--- config.mk ---
export PLATFORM = sky130hd
export DESIGN_NAME = layer_norm_stream
export DESIGN_NICKNAME = d
export VERILOG_FILES = /design/src/rtl/layer_norm_stream.sv
export SDC_FILE = /design/constraint.sdc
export NUM_CORES = 2
export LEC_CHECK = 0
export CORE_MARGIN = 4
export CORE_UTILIZATION = 47
export DETAILED_ROUTE_END_ITERATION = 10
export PLACE_DENSITY = 0.66
export SYNTH_ARGS = -nofsm -noshare
export SYNTH_HDL_FRONTEND = slang
export SYNTH_SLANG_ARGS = --single-unit
--- constraint.sdc ---
create_clock -name clk -period 260.4 [get_ports clk]
set_clock_uncertainty 0.05 [all_clocks]
set_input_delay 52.08 -clock clk [delete_from_list [all_inputs] [get_ports clk]]
set_output_delay 52.08 -clock clk [all_outputs]
set_load 0.02 [all_outputs]
--- src/rtl/layer_norm_stream.sv ---
// Streaming layer normalisation: accepts N signed elements, computes mean,
// population variance and an exact integer standard deviation, then replays
// the buffered vector as ((x - mean) << SCALE_SHIFT) / stddev, saturated.
module layer_norm_stream #(
  parameter int N           = 8,
  parameter int DATA_WIDTH  = 8,
  parameter int ACC_WIDTH   = 32,
  parameter int SCALE_SHIFT = 7
) (
  input  logic                         clk,
  input  logic                         rst,
  input  logic                         in_valid,
  output logic                         in_ready,
  input  logic signed [DATA_WIDTH-1:0] in_data,
  output logic                         out_valid,
  input  logic                         out_ready,
  output logic signed [DATA_WIDTH-1:0] out_data,
  output logic                         out_last,
  output logic                         busy
);

  localparam int IDX_W = (N > 1) ? $clog2(N) : 1;
  localparam int HALF  = ACC_WIDTH / 2;
  localparam int CNT_W = (HALF > 1) ? $clog2(HALF) : 1;

  localparam logic signed [ACC_WIDTH-1:0] N_S      = ACC_WIDTH'(N);
  localparam logic        [ACC_WIDTH-1:0] N_U      = ACC_WIDTH'(N);
  localparam logic signed [ACC_WIDTH-1:0] ACC_ZERO = {ACC_WIDTH{1'b0}};
  localparam logic signed [ACC_WIDTH-1:0] SAT_MAX  = ACC_WIDTH'((2 ** (DATA_WIDTH - 1)) - 1);
  // Two's complement: inverting 2^(W-1)-1 gives -2^(W-1).
  localparam logic signed [ACC_WIDTH-1:0] SAT_MIN  = ~SAT_MAX;
  localparam logic [IDX_W-1:0]            IDX_LAST = IDX_W'(N - 1);
  localparam logic [CNT_W-1:0]            SQ_LAST  = CNT_W'(HALF - 1);

  typedef enum logic [2:0] {
    S_ACCUM = 3'd0,
    S_MEAN  = 3'd1,
    S_VAR   = 3'd2,
    S_SQRT  = 3'd3,
    S_NORM  = 3'd4
  } state_t;

  // Sign-extend one element to accumulator precision.
  function automatic logic signed [ACC_WIDTH-1:0] sext(input logic signed [DATA_WIDTH-1:0] v);
    return {{(ACC_WIDTH - DATA_WIDTH){v[DATA_WIDTH-1]}}, v};
  endfunction

  // Normalise one element; a zero deviation maps every element to zero.
  function automatic logic signed [DATA_WIDTH-1:0] norm_elem(
    input logic signed [DATA_WIDTH-1:0] x,
    input logic signed [ACC_WIDTH-1:0]  mean,
    input logic        [ACC_WIDTH-1:0]  std
  );
    logic signed [ACC_WIDTH-1:0] d;
    logic signed [ACC_WIDTH-1:0] num;
    logic signed [ACC_WIDTH-1:0] q;
    d   = sext(x) - mean;
    num = d <<< SCALE_SHIFT;
    if (std == {ACC_WIDTH{1'b0}}) begin
      q = ACC_ZERO;
    end else begin
      // std never exceeds 2^HALF-1, so reinterpreting it as signed is safe.
      q = num / $signed(std);
    end
    if (q > SAT_MAX) begin
      q = SAT_MAX;
    end else if (q < SAT_MIN) begin
      q = SAT_MIN;
    end else begin
      q = q;
    end
    return q[DATA_WIDTH-1:0];
  endfunction

  state_t                        r_state;
  state_t                        w_state_next;
  logic signed [DATA_WIDTH-1:0]  r_buf [N];
  logic signed [ACC_WIDTH-1:0]   r_sum;
  logic signed [ACC_WIDTH-1:0]   r_mean;
  logic        [ACC_WIDTH-1:0]   r_sumsq;
  // Holds the variance; the square root consumes it two bits per cycle.
  logic        [ACC_WIDTH-1:0]   r_var;
  logic        [ACC_WIDTH-1:0]   r_std;
  logic        [HALF-1:0]        r_sq_rem;
  logic        [HALF-1:0]        r_root;
  logic        [CNT_W-1:0]       r_sq_cnt;
  logic        [IDX_W-1:0]       r_idx;
  logic                          r_in_ready;
  logic                          r_out_valid;
  logic                          r_out_last;
  logic signed [DATA_WIDTH-1:0]  r_out_data;
  logic                          r_busy;

  logic                          w_in_fire;
  logic                          w_out_fire;
  logic                          w_idx_last;
  logic                          w_sq_last;
  logic        [IDX_W-1:0]       w_idx_inc;
  logic signed [ACC_WIDTH-1:0]   w_dev;
  logic        [ACC_WIDTH-1:0]   w_dev_sq;
  logic        [ACC_WIDTH-1:0]   w_sumsq_next;
  logic        [ACC_WIDTH-1:0]   w_var_final;
  logic        [HALF+1:0]        w_sq_rem_sh;
  logic        [HALF+1:0]        w_sq_trial;
  logic                          w_sq_ge;
  logic        [HALF-1:0]        w_root_next;
  logic signed [DATA_WIDTH-1:0]  w_norm_x;
  logic        [ACC_WIDTH-1:0]   w_norm_std;
  logic signed [DATA_WIDTH-1:0]  w_norm_q;

  assign w_in_fire  = in_valid & r_in_ready;
  assign w_out_fire = r_out_valid & out_ready;
  assign w_idx_last = (r_idx == IDX_LAST);
  assign w_sq_last  = (r_sq_cnt == SQ_LAST);
  assign w_idx_inc  = r_idx + IDX_W'(1);

  // Variance step: squared deviation of the current buffered element.
  assign w_dev        = sext(r_buf[r_idx]) - r_mean;
  assign w_dev_sq     = w_dev * w_dev;
  assign w_sumsq_next = r_sumsq + w_dev_sq;
  assign w_var_final  = w_sumsq_next / N_U;

  // Restoring square root: bring down two radicand bits, try (root<<2)|1.
  assign w_sq_rem_sh  = {r_sq_rem, r_var[ACC_WIDTH-1:ACC_WIDTH-2]};
  assign w_sq_trial   = {r_root, 2'b01};
  assign w_sq_ge      = (w_sq_rem_sh >= w_sq_trial);
  assign w_root_next  = {r_root[HALF-2:0], w_sq_ge};

  // Select the element to normalise: element 0 as the root completes, else the next one.
  always_comb begin
    w_norm_x   = r_buf[0];
    w_norm_std = r_std;
    if (r_state == S_SQRT) begin
      w_norm_x   = r_buf[0];
      w_norm_std = {{(ACC_WIDTH - HALF){1'b0}}, w_root_next};
    end else begin
      w_norm_x   = r_buf[w_idx_inc];
      w_norm_std = r_std;
    end
  end

  assign w_norm_q = norm_elem(w_norm_x, r_mean, w_norm_std);

  // State register.
  always_ff @(posedge clk or posedge rst) begin
    if (rst) begin
      r_state <= S_ACCUM;
    end else begin
      r_state <= w_state_next;
    end
  end

  // Next-state logic for the accumulate / statistics / replay sequence.
  always_comb begin
    w_state_next = r_state;
    case (r_state)
      S_ACCUM: begin
        if (w_in_fire && w_idx_last) begin
          w_state_next = S_MEAN;
        end else begin
          w_state_next = S_ACCUM;
        end
      end
      S_MEAN: begin
        w_state_next = S_VAR;
      end
      S_VAR: begin
        if (w_idx_last) begin
          w_state_next = S_SQRT;
        end else begin
          w_state_next = S_VAR;
        end
      end
      S_SQRT: begin
        if (w_sq_last) begin
          w_state_next = S_NORM;
        end else begin
          w_state_next = S_SQRT;
        end
      end
      S_NORM: begin
        if (w_out_fire && w_idx_last) begin
          w_state_next = S_ACCUM;
        end else begin
          w_state_next = S_NORM;
        end
      end
      default: begin
        w_state_next = S_ACCUM;
      end
    endcase
  end

  // Datapath and registered handshake outputs.
  always_ff @(posedge clk or posedge rst) begin
    if (rst) begin
      for (int k = 0; k < N; k++) begin
        r_buf[k] <= {DATA_WIDTH{1'b0}};
      end
      r_sum       <= ACC_ZERO;
      r_mean      <= ACC_ZERO;
      r_sumsq     <= {ACC_WIDTH{1'b0}};
      r_var       <= {ACC_WIDTH{1'b0}};
      r_std       <= {ACC_WIDTH{1'b0}};
      r_sq_rem    <= {HALF{1'b0}};
      r_root      <= {HALF{1'b0}};
      r_sq_cnt    <= {CNT_W{1'b0}};
      r_idx       <= {IDX_W{1'b0}};
      r_in_ready  <= 1'b0;
      r_out_valid <= 1'b0;
      r_out_last  <= 1'b0;
      r_out_data  <= {DATA_WIDTH{1'b0}};
      r_busy      <= 1'b0;
    end else begin
      r_busy <= (w_state_next != S_ACCUM);
      case (r_state)
        S_ACCUM: begin
          // Ready rises one cycle after reset and drops on the final accept.
          r_in_ready <= ~(w_in_fire & w_idx_last);
          if (w_in_fire) begin
            r_buf[r_idx] <= in_data;
            r_sum        <= r_sum + sext(in_data);
            r_idx        <= w_idx_last ? {IDX_W{1'b0}} : w_idx_inc;
          end
        end
        S_MEAN: begin
          // Signed division truncates toward zero.
          r_mean  <= r_sum / N_S;
          r_sumsq <= {ACC_WIDTH{1'b0}};
          r_idx   <= {IDX_W{1'b0}};
        end
        S_VAR: begin
          r_sumsq <= w_sumsq_next;
          if (w_idx_last) begin
            r_var    <= w_var_final;
            r_sq_rem <= {HALF{1'b0}};
            r_root   <= {HALF{1'b0}};
            r_sq_cnt <= {CNT_W{1'b0}};
            r_idx    <= {IDX_W{1'b0}};
          end else begin
            r_idx <= w_idx_inc;
          end
        end
        S_SQRT: begin
          r_var    <= r_var << 2;
          // Before the final step the remainder stays below 2^HALF.
          r_sq_rem <= HALF'(w_sq_ge ? (w_sq_rem_sh - w_sq_trial) : w_sq_rem_sh);
          r_root   <= w_root_next;
          r_sq_cnt <= r_sq_cnt + CNT_W'(1);
          if (w_sq_last) begin
            r_std       <= {{(ACC_WIDTH - HALF){1'b0}}, w_root_next};
            r_out_valid <= 1'b1;
            r_out_data  <= w_norm_q;
            r_out_last  <= 1'b0;
            r_idx       <= {IDX_W{1'b0}};
          end
        end
        S_NORM: begin
          if (w_out_fire) begin
            if (w_idx_last) begin
              r_out_valid <= 1'b0;
              r_out_last  <= 1'b0;
              r_out_data  <= {DATA_WIDTH{1'b0}};
              r_in_ready  <= 1'b1;
              r_sum       <= ACC_ZERO;
              r_idx       <= {IDX_W{1'b0}};
            end else begin
              r_idx       <= w_idx_inc;
              r_out_data  <= w_norm_q;
              r_out_last  <= (w_idx_inc == IDX_LAST);
            end
          end
        end
        default: begin
          r_idx <= {IDX_W{1'b0}};
        end
      endcase
    end
  end

  assign in_ready  = r_in_ready;
  assign out_valid = r_out_valid;
  assign out_data  = r_out_data;
  assign out_last  = r_out_last;
  assign busy      = r_busy;

endmodule

Word level (Yosys, flattened, before mapping)
Cells that the tools add are included.

Flip-flop bits (word level): 262. Word-level logic and storage cells: 129. Output and inout port bits: 12. Input bits: 12.

Div/mod/pow operators: 1. Reduce and logical (&&, ||, !) cells: 19. Mux-type cells: 52. $mul: 1. Add/sub/neg operators: 8. Bitwise operators: 7. Equal/unequal tests: 12. Order comparisons: 6.

Operator list (number): one-hot mux 32 bit (2 select lines) (3); 2-to-1 mux 32 bit (5); 2-to-1 mux 8 bit (11); bitwise mux 64 bit (1); one-hot mux 16 bit (2 select lines) (2); binary-select mux 8 bit (select 3 bit) (2); 2-to-1 mux 16 bit (3); adder 32 x 1 -> 32 bit (1); adder 32 bit (1); adder 32 x 8 -> 32 bit (1); divider 32 x 32 -> 32 bit (1); > comparator 32 x 8 -> 1 bit (second input constant) (1); zero test 32 bit (1); less-than comparator 32 x 8 -> 1 bit (second input constant) (1); multiplier 32 x 32 -> 32 bit (1); subtractor 8 x 32 -> 32 bit (1); subtractor 8 x 25 -> 25 bit (1); demux 8 bit (select 3 bit) (1); greater-or-equal comparator 18 bit (1); 2-to-1 mux 3 bit (6); one-hot mux 8 bit (2 select lines) (1); subtractor 16 bit (1); one-hot mux 3 bit (5 select lines) (1); one-hot mux 3 bit (4 select lines) (1); 24 further kinds (57).

Logic depth before layout (Yosys ltp)
Depth in word-level cells: 15. Gate-level depth with buffers: 502. Depth with buffers taken out: 456.

Least setup slack after synthesis
Ideal clock, no wire load.

Kind: flip-flop to flip-flop. From: register r_idx[0]. To: register r_out_data[0] (netlist: out_data[0]). Cell stages (with the launch flop): 482. Period minus slack after synthesis: 95.871 ns. Buffers on the path: 65. Arrival: 95.699 ns. Library setup time: 0.122 ns. Setup slack: 164.529 ns. Data required time: 260.228 ns. Path through: dfrtp_1 inv_1 clkbuf_1 ha_1 clkbuf_1 mux4_2 nand2_1 a31oi_1 ha_1 clkbuf_1 a21oi_1 o21ai_0 o311ai_1 o211ai_1 xor2_1 clkbuf_1 buf_1 clkbuf_1 (+446 left out) o21ai_2 buf_2 nor4_1 o211ai_1 inv_1 ha_1 and4_1 buf_2 nand2_1 o41ai_1 xnor2_1 nand2_1 or4_1 o41ai_2 and4_1 buf_4 o211ai_1 a32o_1.

Word-level cells in the longest chain between the ends: 15. Elaborated cells on any way between the ends: 18. Those cells by class: 2 x add/sub; 1 x div; 2 x order compare; 1 x eq/ne; 11 x mux; 1 x bitwise.

Ends and longest elaborated chain: from (decl) (line 87) `logic [IDX_W-1:0] r_idx;`; from (signal assigned) (line 208) `r_idx <= {IDX_W{1'b0}};`; from (signal assigned) (line 223) `r_idx <= w_idx_last ? {IDX_W{1'b0}} : w_idx_inc;`; from (signal assigned) (line 230) `r_idx <= {IDX_W{1'b0}};`; adder 3 x 1 -> 3 bit (line 115) `assign w_idx_inc = r_idx + IDX_W'(1);`; inverter 3 -> 4 bit (not written as such) (line 137) `w_norm_x = r_buf[w_idx_inc];`; binary-select mux 8 bit (select 3 bit) (line 137); 2-to-1 mux 8 bit (not written as such) (2 in a row) (line 137); 2-to-1 mux 8 bit (line 133) `if (r_state == S_SQRT) begin`; subtractor 8 x 25 -> 25 bit (line 57) `d = sext(x) - mean;`; divider 32 x 32 -> 32 bit (line 63) `q = num / $signed(std);`; 2-to-1 mux 32 bit (line 59) `if (std == {ACC_WIDTH{1'b0}}) begin`; less-than comparator 32 x 8 -> 1 bit (line 67) `end else if (q < SAT_MIN) begin`; 2-to-1 mux 8 bit (line 67); 2-to-1 mux 8 bit (line 65) `if (q > SAT_MAX) begin`; 2-to-1 mux 8 bit (line 260) `if (w_idx_last) begin`; 2-to-1 mux 8 bit (line 259) `if (w_out_fire) begin`; one-hot mux 8 bit (2 select lines) * (line 216) `case (r_state)`; to (signal assigned) (line 212) `r_out_data <= {DATA_WIDTH{1'b0}};`; to (signal assigned) (line 263) `r_out_data <= {DATA_WIDTH{1'b0}};`; to (signal assigned) (line 269) `r_out_data <= w_norm_q;`; to (decl) (line 91) `logic signed [DATA_WIDTH-1:0] r_out_data;`.

Every way passes the cells marked *; elsewhere a longest branch is shown, timed or not. The select of a mux whose other input is x is not followed. A chain may end at the register's enable or synchronous reset.

Final worst setup path
Ends and elaborated chain as after synthesis.

==> flow_metrics.tcl <==
set metrics [dict create \
    routabilityCongestion 0.986 \
    netlist_instances 6831 \
    setup_ws_ps 153020 \
    ioPinCount 24 \
    grt_pass1_vias 49400 \
    drt_iter0_drc 3603 \
    ys_seq_elements 261 \
    syn_area_per_cell_um2 8.11 \
    viasPerCell 6.01 \
    dieArea_mm2 0.123 \
    start_util_pct 47.5 \
    cts_made_buffers 31 \
    finalCritPeriodShare_pct 41.2 \
    ys_seq_area_share_pct 11.8 \
    die_w_um 351 \
    hold_path.class "flip-flop to flip-flop" \
    place_area_mm2 0.0577 \
    worst_pin_slew_ps 1190 \
    clk_pin_slew_ps 70 \
    nets 7839 \
    numPortBuffers 23 \
    async_reset_ff_share_pct 100 \
    clkLatencyLatePin_ps 640 \
    synth_edf_count 0 \
    dr.pass1.iters 6 \
    cp.required_ps 260880 \
    drt_wl_total_um 169000 \
    row_count 125 \
    cpMostUsedCell "o21a_1" \
    num_vias 49900 \
    clock-sinks 261 \
    fmax_mhz 9.31 \
    max-clock-path-buffers 3 \
    worstPathMaxFanout 41 \
    syn-num-nets 7902 \
    post-route-util_pct 50.3 \
    hold_viol_final 0 \
    slowest_delay_ps 1020 \
    fillers 11400 \
    report.final.slew_viol_count 0 \
    ctsResizeCount 0 \
    drc 0 \
    routedWlPerCell_um 20.3 \
    hpwl_um 134000 \
    syn_to_final_growth_pct 5.99 \
    core_area_mm2 0.117 \
    cts-root-buf "clkbuf_16" \
    grt_pass1_wl_um 269000 \
    final-setup-viol-count 0 \
    grt_max_degree 79 \
    drive_gt1_share_pct 7.73 \
    start_kind "flip-flop" \
    status "complete, no violations" \
    slowest_stage "nor3b_1" \
    criticalPathCategory "flip-flop to flip-flop" \
    finalCriticalPeriod_ps 107380 \
    ctsHoldBuffers 0 \
    place_ws_ps 155370 \
    grt-ovfl-total 0 \
    yosysWarningCount 0 \
    relSlewSlack_pct 20.6 \
    cap_violations 0 \
    multiInputGateArea_mm2 0.0456 \
    synthDistinctLibCells 121 \
    netlist_area_mm2 0.0554 \
    cts_tree "yes" \
    critical_path_arrival_ps 107860 \
    grt_setup_unrepaired "no" \
    grt_usage_pct 27.0 \
    antenna_cells 0 \
    critPathCaptureType "flip-flop" \
    finalSetupTns_ps 0 \
    cts_setup_buffers 0 \
    synthFlopType "dfrtp_1" \
    regArea_mm2 0.00653 \
    die_y_um 351 \
    ant_nets 0 \
    antenna_found_initial 2 \
    htree_levels 1 \
    final_area_mm2 0.0587 \
]
[metrics by stage]
stage	instances	hold slack [ps]
CTS	8314	433
finish	8314	432
global route	8314	445
floorplan	6831	396
detailed placement	8259	418
global placement	8259	411
[synthesized netlist by cell type (all sizes together) (22+ instances only)]
master    n  share of area, %
a21oi   431               3.9
dfrtp   261                12
buf      52              0.51
clkbuf  167               1.1
nand2   674               4.6
nor3    208               1.9
nor2b    49              0.55
o31ai    93               1.3
o21bai   97               1.3
mux2i    71               1.3
a22oi    37              0.50
xnor2   302               4.8
and3     48              0.55
fa      407                15
mux2    174               3.6
a22o     27              0.43
a21o    119               1.6
inv     706               4.8
nor2    549               3.7
or2      57              0.64
nand2b   40              0.45
nand4    71              0.81
and2     42              0.47
a211oi   36              0.59
o211ai   50              0.68
nand3   135               1.3
o21a    195               2.6
xor2    145               2.3
a21boi   27              0.38
or3      50              0.56
or4      24              0.35
mux4     22              0.89
nor4     40              0.59
a31oi    48              0.57
ha      652                15
o21ai   395               3.6
[layer usage]
layer / vias to the layer above / GRT usage, % / wire (um)
met5: - / 0 / 0
li1: 24000 / - / -
met4: 0 / 7.82 / 5540
met3: 294 / 2.96 / 9070
met1: 24200 / 35.9 / 73900
met2: 1405 / 46.4 / 80300
[cell families after synthesis]
family / synth area share (%)
AND/OR/NAND/NOR: 17.5
flip-flops: 11.8
buffers and inverters: 6.43
multiplexers: 5.74
XOR/XNOR: 7.07
AO/OA/AOI/OAI: 22.0
adder cells (fa/ha/maj): 29.4
[layout by cell type (no fill, tap or decap), drive strengths merged, types with 100 or more instances in the layout]
cell | Yosys | layout
nand3 | 135 | 135
o21ai | 395 | 395
mux2 | 174 | 174
inv | 706 | 711
fa | 407 | 407
buf | 52 | 100
a21oi | 431 | 431
nand2 | 674 | 674
ha | 652 | 652
xor2 | 145 | 145
a21o | 119 | 119
dfrtp | 261 | 261
nor3 | 208 | 208
nor2 | 549 | 549
xnor2 | 302 | 302
o21a | 195 | 195
[critical path, delay by kind of cell (launching register included)]
| kind | cells | cell delay, ps |
|---|---|---|
| simple gates | 96 | 24660 |
| mux | 8 | 2500 |
| compound gates | 274 | 60980 |
| buf+inv | 26 | 6170 |
| fa+ha+maj | 36 | 11690 |
| flops | 1 | 340 |
| xor+xnor | 2 | 500 |
[path summary, 6_finish.rpt]
kind	slack [ps]	start	to	depth (start not counted)
hold reg to reg	430	r_mean[23]	r_mean[23]	2
hold / removal	430	r_mean[23]	r_mean[23]	2
setup / recovery	153020	r_idx[0]	out_data[0]	442
max in group asynchronous	206960	rst	out_data[7]	3
setup reg to reg	153020	r_idx[0]	out_data[0]	442
min in group asynchronous	51860	rst	r_sumsq[28]	2
[cell type report]
type / instances / share of cell area [%]
multi-input combinational: 5643 / 77.7
tap: 1524 / 3.25
timing repair buffer: 123 / 1.67
sequential: 261 / 11.1
clock inverter: 17 / 0.320
clock buffer: 38 / 1.45
inverter: 708 / 4.54
[state kept, by name, summed over array words and instances (netlist names)]
| register | cells |
|---|---|
| busy | 1 |
| r_sum | 32 |
| out_data | 8 |
| r_state | 3 |
| out_valid | 1 |
| r_std | 16 |
| r_var | 32 |
| r_root | 16 |
| r_sumsq | 32 |
| r_sq_rem | 16 |
| in_ready | 1 |
| r_buf | 64 |
| out_last | 1 |
| r_mean | 31 |
| r_idx | 3 |
| r_sq_cnt | 4 |
Power is not shown: default switching activity piles up to over one toggle a cycle in this logic, so the estimate is an artifact.
